--- src/rtl/dcache_wb_engine.sv ---
// Dirty-line writeback engine: streams one 16-word cache line from the data RAM onto an
// AW/W/B memory write port. Optional mem_wlast_o output when DCACHE_WB_LAST_EN is defined.
module dcache_wb_engine #(
    parameter int LINE_SIZE = 16,
    parameter int ADDR_W    = 32
) (
    input  logic              clk_i,
    input  logic              rst_ni,
    input  logic              start_i,
    input  logic [5:0]        line_idx_i,
    input  logic [19:0]       tag_i,
    output logic              busy_o,
    output logic              done_o,
    output logic              ram_req_o,
    output logic [5:0]        ram_line_idx_o,
    output logic [3:0]        ram_word_idx_o,
    input  logic [31:0]       ram_rdata_i,
    output logic              mem_awvalid_o,
    input  logic              mem_awready_i,
    output logic [ADDR_W-1:0] mem_awaddr_o,
    output logic              mem_wvalid_o,
    input  logic              mem_wready_i,
    output logic [31:0]       mem_wdata_o,
    input  logic              mem_bvalid_i,
    output logic              mem_bready_o
`ifdef DCACHE_WB_LAST_EN
    ,
    output logic              mem_wlast_o
`endif
);
    localparam logic [3:0] LAST_BEAT = 4'(LINE_SIZE - 1);

    typedef enum logic [2:0] {IDLE, ADDR, FIRST, DATA, RESP} state_t;

    state_t      state;
    state_t      state_next;
    logic [5:0]  line_idx;
    logic [19:0] tag;
    logic [3:0]  beat;
    logic        beat_adv;

    // A beat leaves on each W handshake; all but the last one prefetch the following word.
    assign beat_adv = (state == DATA) && mem_wready_i && (beat != LAST_BEAT);

    always_ff @(posedge clk_i or negedge rst_ni) begin
        if (!rst_ni) begin
            state <= IDLE;
        end else begin
            state <= state_next;
        end
    end

    always_ff @(posedge clk_i or negedge rst_ni) begin
        if (!rst_ni) begin
            line_idx <= '0;
            tag      <= '0;
            beat     <= '0;
        end else if (state == IDLE && start_i) begin
            line_idx <= line_idx_i;
            tag      <= tag_i;
            beat     <= '0;
        end else if (beat_adv) begin
            beat <= beat + 4'd1;
        end
    end

    always_comb begin
        state_next = state;
        case (state)
            IDLE:    if (start_i) state_next = ADDR;
            ADDR:    if (mem_awready_i) state_next = FIRST;
            FIRST:   state_next = DATA;
            DATA:    if (mem_wready_i && beat == LAST_BEAT) state_next = RESP;
            RESP:    if (mem_bvalid_i) state_next = IDLE;
            default: state_next = IDLE;
        endcase
    end

    // With ready low no RAM read is issued, so the registered RAM output keeps wdata stable.
    always_comb begin
        busy_o         = (state != IDLE);
        done_o         = 1'b0;
        ram_req_o      = 1'b0;
        ram_word_idx_o = '0;
        mem_awvalid_o  = 1'b0;
        mem_wvalid_o   = 1'b0;
        mem_wdata_o    = '0;
        mem_bready_o   = 1'b0;
        case (state)
            ADDR:  mem_awvalid_o = 1'b1;
            FIRST: ram_req_o = 1'b1;
            DATA: begin
                mem_wvalid_o = 1'b1;
                mem_wdata_o  = ram_rdata_i;
                if (beat_adv) begin
                    ram_req_o      = 1'b1;
                    ram_word_idx_o = beat + 4'd1;
                end
            end
            RESP: begin
                mem_bready_o = 1'b1;
                done_o       = mem_bvalid_i;
            end
            default: ;
        endcase
    end

    assign ram_line_idx_o = line_idx;
    assign mem_awaddr_o   = ADDR_W'({tag, line_idx, 6'b0});

`ifdef DCACHE_WB_LAST_EN
    assign mem_wlast_o = (state == DATA) && (beat == LAST_BEAT);
`endif

endmodule

--- config.mk ---
export PLATFORM = sky130hd
export DESIGN_NAME = dcache_wb_engine
export DESIGN_NICKNAME = d
export VERILOG_FILES = /design/src/rtl/dcache_wb_engine.sv
export SDC_FILE = /design/constraint.sdc
export NUM_CORES = 1
export LEC_CHECK = 0
export ABC_AREA = 0
export ABC_CLOCK_PERIOD_IN_PS = 1800
export BUFFER_PORTS_ARGS = -buffer_cell sky130_fd_sc_hd__clkbuf_2
export CORE_ASPECT_RATIO = 2
export CORE_MARGIN = 2
export CORE_UTILIZATION = 36
export DETAILED_ROUTE_END_ITERATION = 6
export GPL_TIMING_DRIVEN = 0
export MAX_ROUTING_LAYER = met4
export PLACE_DENSITY_LB_ADDON = 0.25
export SKIP_LAST_GASP = 1
export SYNTH_ARGS = -nofsm -noshare
export SYNTH_HDL_FRONTEND = slang
export SYNTH_SLANG_ARGS = --single-unit
--- constraint.sdc ---
create_clock -name clk_i -period 1.8 [get_ports clk_i]
set_clock_uncertainty 0.2 [all_clocks]
set_input_delay 0.09 -clock clk_i [delete_from_list [all_inputs] [get_ports clk_i]]
set_output_delay 0.09 -clock clk_i [all_outputs]
set_load 0.1 [all_outputs]
## Word level (Yosys, flattened, before mapping)

Index checks and enable logic that the tools add are counted.
W data, S select, Z words.

- Reduce and logical (&&, ||, !) cells: 8
- Add/sub/neg operators: 1
- Equality and inequality tests: 10
- Mux-type cells: 16

Operator list:

| operator | count |
|---|---|
| $mux W32 | 1 |
| $mux W4 | 4 |
| $pmux W3 S5 | 1 |
| $mux W3 | 4 |
| $eq A3 B2 Y1 const B | 2 |
| $ne A2 B2 Y1 const B | 3 |
| $mux W1 | 5 |
| $add A4 B1 Y4 const B | 1 |
| $eq A4 B4 Y1 const B | 1 |
| $logic_and A1 B1 Y1 | 4 |
| $ne A4 B4 Y1 const B | 1 |
| $reduce_and A4 Y1 | 1 |
| $eq A3 B1 Y1 const B | 1 |
| $eq A3 B3 Y1 const B | 1 |
| $logic_not A3 Y1 | 1 |
| $reduce_bool A3 Y1 | 1 |
| $ne A2 B1 Y1 const B | 1 |
| $pmux W1 S2 | 1 |
| $reduce_bool A2 Y1 | 1 |

- Input bits: 64
- Register bits: 33

## Longest topological paths before layout

Gate-level depths: netlist of run 1.

- Depth in word-level cells: 5
- Mapped depth: 6
- Depth with buffers taken out: 4

## Least setup slack after synthesis of run 1

Ideal clock, no wire load.

- Path type: reg2out
- Start: reg state[2]
- End: out ram_word_idx_o[3]
- Arrival: 2.775 ns
- Path buffers: 2
- Path slack: -1.265 ns
- Stages on the path, launching flop included: 6
- Cell sequence: dfrtp_1 -> and3b_2 -> clkbuf_1 -> buf_2 -> nand3_1 -> nor2_1

- Word-level cells in the longest chain between the ends: 5

Ends and longest elaborated chain:

| element | line | source |
|---|---|---|
| from (decl) | 35 | `state_t state;` |
| from (signal assigned) | 49 | `state <= state_next;` |
| $eq A3 B2 Y1 (*) | 43, 89 |  |
| $logic_and A1 B1 Y1 (2 in series) | 43 | `assign beat_adv = (state == DATA) && mem_wready_i && (beat != LAST_BEAT);` |
| $mux W4 | 95 | `if (beat_adv) begin` |
| $mux W4 (*) | 89 | `case (state)` |
| to (decl) | 16 | `output logic [3:0] ram_word_idx_o,` |

Every way passes the cells marked *; elsewhere a longest branch is shown, timed or not.

## Final worst setup path of run 1

Ends and elaborated chain as after synthesis.

==> results of run 1 <==
==> metrics by stage <==
step	instances	hold slack [ns]
after floorplan	165	-0.406
after global placement	360	0.0139
after detailed placement	360	0.0162
after CTS	412	0.0688
after global routing	422	0.116
final	422	0.100
==> metal layers <==
layer / vias up / global-route usage / routed length (um)
li1: 919 / - / -
met3: 10 / 0.0474 / 476
met4: 0 / 0.0679 / 111
met1: 932 / 0.207 / 2580
met5: - / - / 0
met2: 127 / 0.395 / 3720
==> registers in the layout (all words and copies together), names as in the netlist <==
name,flops
tag,20
ram_line_idx_o,6
beat,4
state,3
==> area by class of cell <==
class / instances / area [sq um] / area share
plain buffers: 20 / 215 / 0.0528
clock buffers: 7 / 96.3 / 0.0236
clock inverters: 1 / 5.00 / 0.00123
inverters: 5 / 26.3 / 0.00644
multi-input cells: 105 / 1020 / 0.251
flip-flops and latches: 33 / 827 / 0.203
well taps: 58 / 72.6 / 0.0178
repair buffers: 193 / 1810 / 0.445
==> placed cells by master (no fill, tap or decap), types with 2 or more instances in the layout <==
cell type | synthesis | routed
a21oi_1 | 5 | 4
and2_2 | 0 | 3
and2_4 | 0 | 29
buf_12 | 2 | 35
buf_4 | 13 | 29
buf_6 | 1 | 12
buf_8 | 1 | 3
clkbuf_16 | 0 | 4
clkbuf_2 | 0 | 95
clkbuf_8 | 0 | 9
clkinvlp_4 | 0 | 2
conb_1 | 1 | 6
dfrtp_1 | 33 | 32
dlygate4sd3_1 | 0 | 32
inv_1 | 5 | 3
mux2_4 | 26 | 26
nand2_1 | 3 | 3
nand3_1 | 4 | 4
nor2_1 | 4 | 2
nor2_4 | 0 | 2
nor3_1 | 3 | 3
o21ai_0 | 3 | 3
or3_4 | 1 | 3
==> cell families (layout without fill, tap and decap cells) <==
logic type               count (synthesis)  after routing  synth area share
flip-flops                              33             33             0.437
XOR/XNOR                                 2              2           0.00927
adder cells (fa/ha/maj)                  1              1           0.00662
multiplexers                            26             26             0.206
other                                    1              6           0.00198
AND/OR/NAND/NOR                         60             60             0.203
buffers and inverters                   27            226             0.107
AO/OA/AOI/OAI                           10             10            0.0285
==> how the worst max path moves through the flow <==
stage / from / end / slack [ns] / cells after the start
6_report: state[2] / ram_word_idx_o[3] / -0.22 / 5
5_1_grt: state[2] / ram_word_idx_o[3] / -0.26 / 5
4_1_cts: state[2] / ram_word_idx_o[1] / -0.24 / 4
3_5_place_dp: state[2] / ram_word_idx_o[1] / -0.38 / 4
3_3_place_gp: state[2] / ram_word_idx_o[1] / -0.39 / 4
2_1_floorplan: state[1] / ram_line_idx_o[4] / -0.19 / 5
==> critical path: stages, from the launching register on <==
cell and delay [ns]:
dfrtp_2 0.43, and3b_2 0.40, buf_12 0.16, nand3_1 0.14, nor2_4 0.14, buf_12 0.18
==> what timing repair did <==
item	in CTS	in global routing
hold endpoints to repair	62	0
resized for setup	97	80
hold buffers	32	0
cloned	0	1
pin swaps	3	3
setup endpoints to repair	69	70
setup buffers	14	9
==> summary.md, run 1 <==
| Metric | Value |
|---|---|
| Synth unique cells | `33` |
| Row count | `37` |
| Part of the cycle the worst path needs | `1.12` |
| Hold EP | `state[1]` |
| Vias/cell | `4.71` |
| Worst EP arrival | `1.73 ns` |
| Antenna violations before repair | `0` |
| Yosys reg bits | `33` |
| Placed inst area | `0.00281 sq mm` |
| Iteration-0 DRC count of the detailed router | `52` |
| Slew Viols, Final | `0` |
| Setup TNS | `-10.13 ns` |
| RR Endpoint | `tag[11]` |
| Fin util | `0.801` |
| PortBufs | `137` |
| Worst Reg2Reg Path Length in Cells | `6` |
| Setup crit start kind | `flop` |
| Syn Inst Count | `160` |
| Die ar. | `0.00588 sq mm` |
| Top-count cell post-synth | `dfrtp_1` |
| R2r startpoint | `state[2]` |
| P&R area growth vs syn | `116%` |
| Final hold violation count | `0` |
| Dominant cell type by area after synthesis | `dfrtp_1` |
| Reg clk slew, reported paths | `0.07 ns` |
| Worst hold start | `mem_wready_i` |
| Syn_area_per_cell | `11.8 sq um` |
| Vias in the first global route | `1997` |
| Total track usage | `0.210` |
| Height of the die | `106 um` |
| CP Capture Type | `output pin` |
| Worst EP required | `1.51 ns` |
| Final setup fails | `70` |
| First-pass GRT wire length | `9.54 mm` |
| Wire length per cell | `16.3 um` |
| Max_cap viols | `0` |
| H-Tree Depth | `2` |
| FMAX | `496 MHz` |
| Largest net degree at the start of global routing | `34` |
| Flop2flop setup slack | `-0.21 ns` |
| Area contributors post-synth | `dfrtp_1 44%, mux2_4 21%, and2_1 11%, buf_4 5.2%, buf_12 2.1%` |
| Async SR Flop Fraction | `1.00` |
| Seq/Total Area, Yosys | `0.437` |
| Via count of the routed design | `1988` |
| Setup slack after layout | `-0.216 ns` |
| Fill count | `295` |
| Synthesized cell area | `0.00189 sq mm` |
| Design area | `0.00408 sq mm` |
| ANT cells | `0` |
| Detailed Place HPWL | `3.74 mm` |
| Latest clock arrival within the worst-skew pair | `0.27 ns` |
| Share of the synthesized area in the top cell type | `0.437` |
| Worst min-delay path category | `input port to flop` |
| CTS tree | `done` |
| Ys flop type | `dfrtp_1` |
| Core Area | `0.00509 sq mm` |
| CTS Buf Count | `5` |
| Initial Util | `0.371` |
| Fin nets | `428` |
| Hold depth | `3` |
| Pre-CTS setup slack | `-0.378 ns` |
| Share of cells above drive strength 1 | `0.723` |
| DRT Wirelength | `6.89 mm` |
| Buffer depth of the longest clock path | `2` |
| Crit Path Max Fanout | `8` |
| Outcome | `finished, violations left` |
| Slew Limit Headroom | `0.461` |
| Total congestion overflow | `0` |
| IO Count | `144` |
| Failing checks | `setup timing` |
| Die X | `55.2 um` |
| Drt drc | `0` |
| RSZ-0062 raised after global routing | `true` |
| Ys Warns | `0` |
| Most frequent cells after synthesis | `33 x dfrtp_1, 32 x and2_1, 26 x mux2_4, 13 x buf_4` |
| Final Wtd Congestion | `0.702` |
| Initial DRT Pass Iterations | `4` |
| Final min period | `2.02 ns` |
| Type of the worst setup path | `flop to output pin` |
| Post-synth EDFFs | `0` |
| Clk root buf | `clkbuf_8` |
| Clk sinks | `33` |
| Routed Antenna Nets | `0` |
| Worst Max-Slew Pin Slew | `0.808 ns` |
Power of run 1 is left out: the tool's default activity adds up to more than one toggle a clock period on the data nets, which glitch-free logic cannot reach.
==> run 2: changes to the inputs <==
--- a/config.mk
+++ b/config.mk
@@ -5,12 +5,12 @@
 export SDC_FILE = /design/constraint.sdc
 export NUM_CORES = 1
 export LEC_CHECK = 0
-export ABC_AREA = 0
+export ABC_AREA = 1
 export ABC_CLOCK_PERIOD_IN_PS = 1800
 export BUFFER_PORTS_ARGS = -buffer_cell sky130_fd_sc_hd__clkbuf_2
 export CORE_ASPECT_RATIO = 2
 export CORE_MARGIN = 2
-export CORE_UTILIZATION = 36
+export CORE_UTILIZATION = 37
 export DETAILED_ROUTE_END_ITERATION = 6
 export GPL_TIMING_DRIVEN = 0
 export MAX_ROUTING_LAYER = met4
==> run 2 against run 1 <==
  * The flow still finishes with violations (setup timing)
  * Largest cell class unchanged
  * Critical path depth unchanged
  * Worst hold slack worse by 0.047 ns
  * Design area up 7.8%
  * Final cell count up 21%
  * Die area about the same
  * Setup slack better by 0.10 ns
==> summary.md, run 2 <==
| Metric | Value |
|---|---|
| Placed inst area | `0.00305 sq mm (was 0.00281 sq mm)` |
| Clk sinks | `33 (unchanged)` |
| Fin nets | `518 (was 428)` |
| First-pass GRT wire length | `12.5 mm (was 9.54 mm)` |
| Post-synthesis mux area share | `0 (was 0.206)` |
| Setup slack after layout | `-0.115 ns (was -0.216 ns)` |
| Buffer depth of the longest clock path | `2 (unchanged)` |
| Detailed Place HPWL | `4.16 mm (was 3.74 mm)` |
| Final Wtd Congestion | `0.739 (was 0.702)` |
| Setup TNS | `-2.62 ns (was -10.13 ns)` |
| Top-count cell post-synth | `inv_1 (was dfrtp_1)` |
| Max_cap viols | `0 (unchanged)` |
| Yosys reg bits | `33 (unchanged)` |
| Share of the synthesized area in the top cell type | `0.425 (was 0.437)` |
| Die ar. | `0.00589 sq mm (was 0.00588 sq mm)` |
| Most common cell after layout, fill and taps aside | `clkbuf_2 (unchanged)` |
| Reg clk slew, reported paths | `0.07 ns (about the same)` |
| CP Capture Type | `output pin (unchanged)` |
| P&R area growth vs syn | `126% (was 116%)` |
| H-Tree Depth | `2 (unchanged)` |
| Initial Util | `0.382 (was 0.371)` |
| Die X | `55.3 um (was 55.2 um)` |
| Flop2flop setup slack | `0.07 ns (was -0.21 ns)` |
| Post-synth EDFFs | `0 (unchanged)` |
| Vias in the first global route | `2539 (was 1997)` |
| Crit Path Max Fanout | `10 (was 8)` |
| CTS tree | `done (unchanged)` |
| Iteration-0 DRC count of the detailed router | `75 (was 52)` |
| Core Area | `0.00509 sq mm (unchanged)` |
| Setup crit start kind | `flop (unchanged)` |
| Async SR Flop Fraction | `1.00 (unchanged)` |
| Share of cells above drive strength 1 | `0.579 (was 0.723)` |
| Design area | `0.00440 sq mm (was 0.00408 sq mm)` |
| Latest clock arrival within the worst-skew pair | `0.29 ns (was 0.27 ns)` |
| PortBufs | `137 (unchanged)` |
| Synth unique cells | `24 (was 33)` |
| ANT cells | `0 (unchanged)` |
| Height of the die | `107 um (was 106 um)` |
| Part of the cycle the worst path needs | `1.06 (was 1.12)` |
| IO Count | `144 (unchanged)` |
| Most frequent cells after synthesis | `69 x inv_1, 40 x nand2_1, 38 x nor2_1, 33 x dfrtp_1, 19 x o21ai_2 (was 33 x dfrtp_1, 32 x and2_1, 26 x mux2_4, 13 x buf_4)` |
| Area contributors post-synth | `dfrtp_1 42%, inv_1 13%, o21ai_2 8.6%, nand2_1 7.7%, nor2_1 7.3% (was dfrtp_1 44%, mux2_4 21%, and2_1 11%, buf_4 5.2%, buf_12 2.1%)` |
| Seq/Total Area, Yosys | `0.425 (was 0.437)` |
| Synthesized cell area | `0.00194 sq mm (was 0.00189 sq mm)` |
| Row count | `37 (unchanged)` |
| Dominant cell type by area after synthesis | `dfrtp_1 (unchanged)` |
| Total congestion overflow | `0 (unchanged)` |
| Final min period | `1.91 ns (was 2.02 ns)` |
| DRT Wirelength | `8.11 mm (was 6.89 mm)` |
| Final hold slack | `0.0528 ns (was 0.100 ns)` |
| CTS Buf Count | `5 (unchanged)` |
| FMAX | `522 MHz (was 496 MHz)` |
| Outcome | `finished, violations left (unchanged)` |
| Worst EP arrival | `1.62 ns (was 1.73 ns)` |
| Compound-Gate Fraction of Synth Area | `0.115 (was 0.0285)` |
| Largest family of logic cells by synthesized area | `buffers and inverters (was multiplexers)` |
| Via count of the routed design | `2339 (was 1988)` |
| Post-Synth Simple-Gate Area | `0.221 (was 0.203)` |
| Ys flop type | `dfrtp_1 (unchanged)` |
| Routed Antenna Nets | `0 (unchanged)` |
| Ys Warns | `0 (unchanged)` |
| Vias/cell | `4.57 (was 4.71)` |
| Antenna violations before repair | `0 (unchanged)` |
| Largest Register | `tag (unchanged)` |
| Syn_area_per_cell | `7.60 sq um (was 11.8 sq um)` |
| Wire length per cell | `15.8 um (was 16.3 um)` |
| Synth Area in XOR/XNOR | `0.00450 (was 0.00927)` |
| Area share of fa/ha/maj cells after synthesis | `0.00644 (was 0.00662)` |
| Largest net degree at the start of global routing | `34 (unchanged)` |
| Failing checks | `setup timing (unchanged)` |
| Max FFs per register | `20 (unchanged)` |
| Syn Inst Count | `256 (was 160)` |
| Final setup fails | `36 (was 70)` |
| Worst Max-Slew Pin Slew | `0.807 ns (was 0.808 ns)` |
| Worst min-delay path category | `input port to flop (unchanged)` |
| Worst EP required | `1.51 ns (about the same)` |
| Initial DRT Pass Iterations | `4 (unchanged)` |
| Clk root buf | `clkbuf_8 (unchanged)` |
| Total track usage | `0.281 (was 0.210)` |
| Most frequent cells in the layout | `96 x clkbuf_2, 66 x inv_1, 38 x nor2_4 (was 95 x clkbuf_2, 35 x buf_12, 32 x dfrtp_1, 32 x dlygate4sd3_1)` |
| RSZ-0062 raised after global routing | `true (unchanged)` |
| Slew Viols, Final | `0 (unchanged)` |
| Final hold violation count | `0 (unchanged)` |
| Drt drc | `0 (unchanged)` |
| Type of the worst setup path | `flop to output pin (unchanged)` |
| Slew Limit Headroom | `0.462 (was 0.461)` |
[run 2: cell count changes after synthesis, sizes merged, moves of 3 or more]
cell	delta
inv	+65
nand2	+38
nor2	+35
and2	-32
mux2	-26
o21ai	+26
nand3	+6
a21oi	-5
nand4	+5
or3	-4
buf	+3
clkbuf	-3
[run 2: critical path, cell delays in order, from the launching register on]
cell and delay, ns:
dfrtp_2 0.44, nor2_4 0.25, inv_6 0.11, buf_8 0.19
nor2_4 0.14, clkbuf_16 0.21
[run 2: stage by stage]
stage | worst slack (ns) | utilization | cells
after floorplan | -0.438 | - | 261
after global placement | -0.172 | 0.599 | 456
after detailed placement | -0.188 | 0.599 | 456
after CTS | -0.111 | 0.850 | 510
after global routing | -0.175 | 0.863 | 512
final | -0.115 | 0.863 | 512
[run 2: final cells by class]
class | instances | area (sq um)
clock buffers | 8 | 90.1
plain buffers | 22 | 221
fillers | 239 | 696
inverters | 70 | 272
multi-input cells | 136 | 1040
flip-flops and latches | 33 | 831
well taps | 58 | 72.6
repair buffers | 185 | 1870
[run 2: logic make-up (layout without fill, tap and decap cells)]
group,after synthesis,count (layout)
compound gates,30,30
xor+xnor,1,1
fa+ha+maj,1,1
buf+inv,92,285
flops,33,33
other cells,1,6
simple gates,98,98
[run 2: path summary, 6_finish.rpt]
kind                                   start  cells past startpoint              end
worst max-delay path                state[2]                      5  mem_wdata_o[16]
worst min-delay path            mem_bvalid_i                      4         state[2]
worst max register to register       beat[0]                     10          beat[3]
worst min register to register       tag[10]                      2          tag[10]
max in group asynchronous             rst_ni                      2         state[1]
min in group asynchronous             rst_ni                      2           tag[7]
[run 2: what timing repair did]
item / in CTS / in global routing
cloned: 1 / 0
pin swaps: 1 / 3
endpoints found under the setup margin: 39 / 49
endpoints found under the hold margin: 60 / 0
gates resized for setup: 120 / 28
setup buffers: 17 / 2
hold buffers: 28 / 0
[run 2: per-layer routing]
| layer | up-vias | routed length, um | track usage | part of all wire |
|---|---|---|---|---|
| met5 | - | 0 | - | 0 |
| met4 | 0 | 250 | 0.106 | 0.031 |
| met3 | 19 | 509 | 0.0535 | 0.063 |
| met2 | 121 | 4700 | 0.532 | 0.58 |
| met1 | 1077 | 2650 | 0.275 | 0.33 |
| li1 | 1122 | - | - | - |
Power of run 2 is left out for the same reason.
==> run 3: changes to the inputs <==
--- a/config.mk
+++ b/config.mk
@@ -15,7 +15,6 @@
 export GPL_TIMING_DRIVEN = 0
 export MAX_ROUTING_LAYER = met4
 export PLACE_DENSITY_LB_ADDON = 0.25
-export SKIP_LAST_GASP = 1
 export SYNTH_ARGS = -nofsm -noshare
 export SYNTH_HDL_FRONTEND = slang
 export SYNTH_SLANG_ARGS = --single-unit
==> run 3 against run 2 <==
  * Highest routed layer unchanged
  * Wire length down 4.9%
  * Largest cell class unchanged
  * Final cell count decreased by 0.20%
  * The run still ends with setup timing left
  * Design area down 0.48%
  * First-iteration DRC count is 25% lower
==> summary.md, run 3 (synthesis results as in run 2) <==
| Metric | Value |
|---|---|
| Outcome | `finished, violations left (unchanged)` |
| Failing checks | `setup timing (unchanged)` |
| Die X | `55.3 um (unchanged)` |
| CP bufs+invs | `3 (unchanged)` |
| Slew Viols, Final | `0 (unchanged)` |
| Non-Filler Instances | `511 (was 512)` |
| Placed inst area | `0.00305 sq mm (unchanged)` |
| Detailed Place HPWL | `4.16 mm (unchanged)` |
| IO Count | `144 (unchanged)` |
| ANT cells | `0 (unchanged)` |
| Most frequent cells in the layout | `96 x clkbuf_2, 66 x inv_1, 37 x nor2_4 (was 96 x clkbuf_2, 66 x inv_1, 38 x nor2_4)` |
| CTS Buf Count | `5 (unchanged)` |
| Core Area | `0.00509 sq mm (unchanged)` |
| Vias in the first global route | `2469 (was 2539)` |
| Latest clock arrival within the worst-skew pair | `0.29 ns (about the same)` |
| Drt drc | `0 (unchanged)` |
| Final setup fails | `35 (was 36)` |
| Fin nets | `517 (was 518)` |
| Wire length per cell | `15.1 um (was 15.8 um)` |
| Total congestion overflow | `0 (unchanged)` |
| Worst EP arrival | `1.64 ns (was 1.62 ns)` |
| Routed Antenna Nets | `0 (unchanged)` |
| Hold depth | `4 (unchanged)` |
| Worst min-delay path category | `input port to flop (unchanged)` |
| Part of the cycle the worst path needs | `1.07 (was 1.06)` |
| Final min period | `1.93 ns (was 1.91 ns)` |
| Crit Path Max Fanout | `10 (unchanged)` |
| RSZ-0062 raised after global routing | `true (unchanged)` |
| Largest Register | `tag (unchanged)` |
| Reg clk slew, reported paths | `0.07 ns (about the same)` |
| Final hold violation count | `0 (unchanged)` |
| PortBufs | `137 (unchanged)` |
| CP Capture Type | `output pin (unchanged)` |
| Total track usage | `0.280 (was 0.281)` |
| Most common cell after layout, fill and taps aside | `clkbuf_2 (unchanged)` |
| Fill count | `258 (was 239)` |
| Iteration-0 DRC count of the detailed router | `56 (was 75)` |
| Initial DRT Pass Iterations | `4 (unchanged)` |
| Share of cells above drive strength 1 | `0.576 (was 0.579)` |
| Clk root buf | `clkbuf_8 (unchanged)` |
| Worst EP required | `1.51 ns (about the same)` |
| Buffer depth of the longest clock path | `2 (unchanged)` |
| DRT Wirelength | `7.72 mm (was 8.11 mm)` |
| Via count of the routed design | `2348 (was 2339)` |
| FMAX | `518 MHz (was 522 MHz)` |
| Die ar. | `0.00589 sq mm (unchanged)` |
| Largest net degree at the start of global routing | `34 (unchanged)` |
| Setup slack after layout | `-0.130 ns (was -0.115 ns)` |
| Max FFs per register | `20 (unchanged)` |
| Pre-CTS setup slack | `-0.188 ns (unchanged)` |
| P&R area growth vs syn | `125% (was 126%)` |
| Cell Chain, Critical Path | `nor2_4, inv_4, buf_8, nor2_4, clkbuf_16 (was nor2_4, inv_6, buf_8, nor2_4, clkbuf_16)` |
| CP most frequent cell | `nor2_4 (unchanged)` |
| Slew Limit Headroom | `0.461 (was 0.462)` |
| CP max stage cell | `dfrtp_2 (unchanged)` |
| Multi-input combinational cell area | `0.00103 sq mm (was 0.00104 sq mm)` |
| First-pass GRT wire length | `12.5 mm (about the same)` |
| CTS tree | `done (unchanged)` |
| H-Tree Depth | `2 (unchanged)` |
| Type of the worst setup path | `flop to output pin (unchanged)` |
| Storage cell area | `831 sq um (unchanged)` |
| Row count | `37 (unchanged)` |
| Critical path depth | `5 (unchanged)` |
| Initial Util | `0.382 (unchanged)` |
| Height of the die | `107 um (unchanged)` |
| Post-Place Cells | `456 (unchanged)` |
| Worst Reg2Reg Path Length in Cells | `10 (unchanged)` |
| Worst Max-Slew Pin Slew | `0.809 ns (was 0.807 ns)` |
| Setup crit start kind | `flop (unchanged)` |
| Final Wtd Congestion | `0.739 (unchanged)` |
| Antenna violations before repair | `0 (unchanged)` |
| Vias/cell | `4.59 (was 4.57)` |
| Max_cap viols | `0 (unchanged)` |
| Slowest stage delay, CP | `0.44 ns (about the same)` |
| Design area | `0.00438 sq mm (was 0.00440 sq mm)` |
| Clk sinks | `33 (unchanged)` |
| Crit path max-delay family | `buffers and inverters (unchanged)` |
[run 3: worst register-to-register path: cells and delay by family (launching register included)]
| family | cells | cell delay [ns] |
|---|---|---|
| AOI/OAI and AO/OA | 1 | 0.07 |
| buffers and inverters | 4 | 0.46 |
| DFF | 1 | 0.43 |
| and+or+nand+nor | 4 | 0.25 |
| adders and majority gates | 1 | 0.17 |
[run 3: timing repair]
item,4_1_cts,5_1_grt
buffers inserted,17,1
hold endpoints to repair,60,0
cloned,1,0
setup endpoints to repair,39,55
hold buffers,28,0
pin swaps,1,3
resized for setup,124,17
[run 3: per-layer routing]
metal	global-route usage	share of wire	vias up
li1	-	-	1117
met1	0.288	0.33	1091
met2	0.527	0.58	125
met3	0.0487	0.065	15
met4	0.0871	0.027	0
met5	-	0	-
[run 3: path summary, 6_finish.rpt]
| path | from | end | slack [ns] |
|---|---|---|---|
| max | state[2] | mem_wdata_o[27] | -0.13 |
| min | mem_bvalid_i | state[2] | 0.06 |
| max reg2reg | beat[0] | beat[3] | 0.08 |
| min reg2reg | tag[10] | tag[10] | 0.28 |
| max in group asynchronous | rst_ni | state[1] | 0.61 |
| min in group asynchronous | rst_ni | tag[7] | 0.22 |
[run 3: layout make-up]
| cell class | count | area share |
|---|---|---|
| repair buffers | 184 | 0.425 |
| clock buffers | 8 | 0.0206 |
| flip-flops and latches | 33 | 0.190 |
| multi-input cells | 136 | 0.236 |
| well taps | 58 | 0.0166 |
| plain buffers | 22 | 0.0506 |
| inverters | 70 | 0.0615 |
[run 3: through the flow]
| stage | hold slack, ns | util | TNS (ns) |
|---|---|---|---|
| after floorplan | -0.406 | - | -15.35 |
| after global placement | 0.0236 | 0.599 | -2.23 |
| after detailed placement | 0.0292 | 0.599 | -3.02 |
| after CTS | 0.0312 | 0.852 | -1.01 |
| after global routing | 0.104 | 0.859 | -4.14 |
| final | 0.0586 | 0.859 | -2.42 |
Power of run 3 is left out for the same reason.
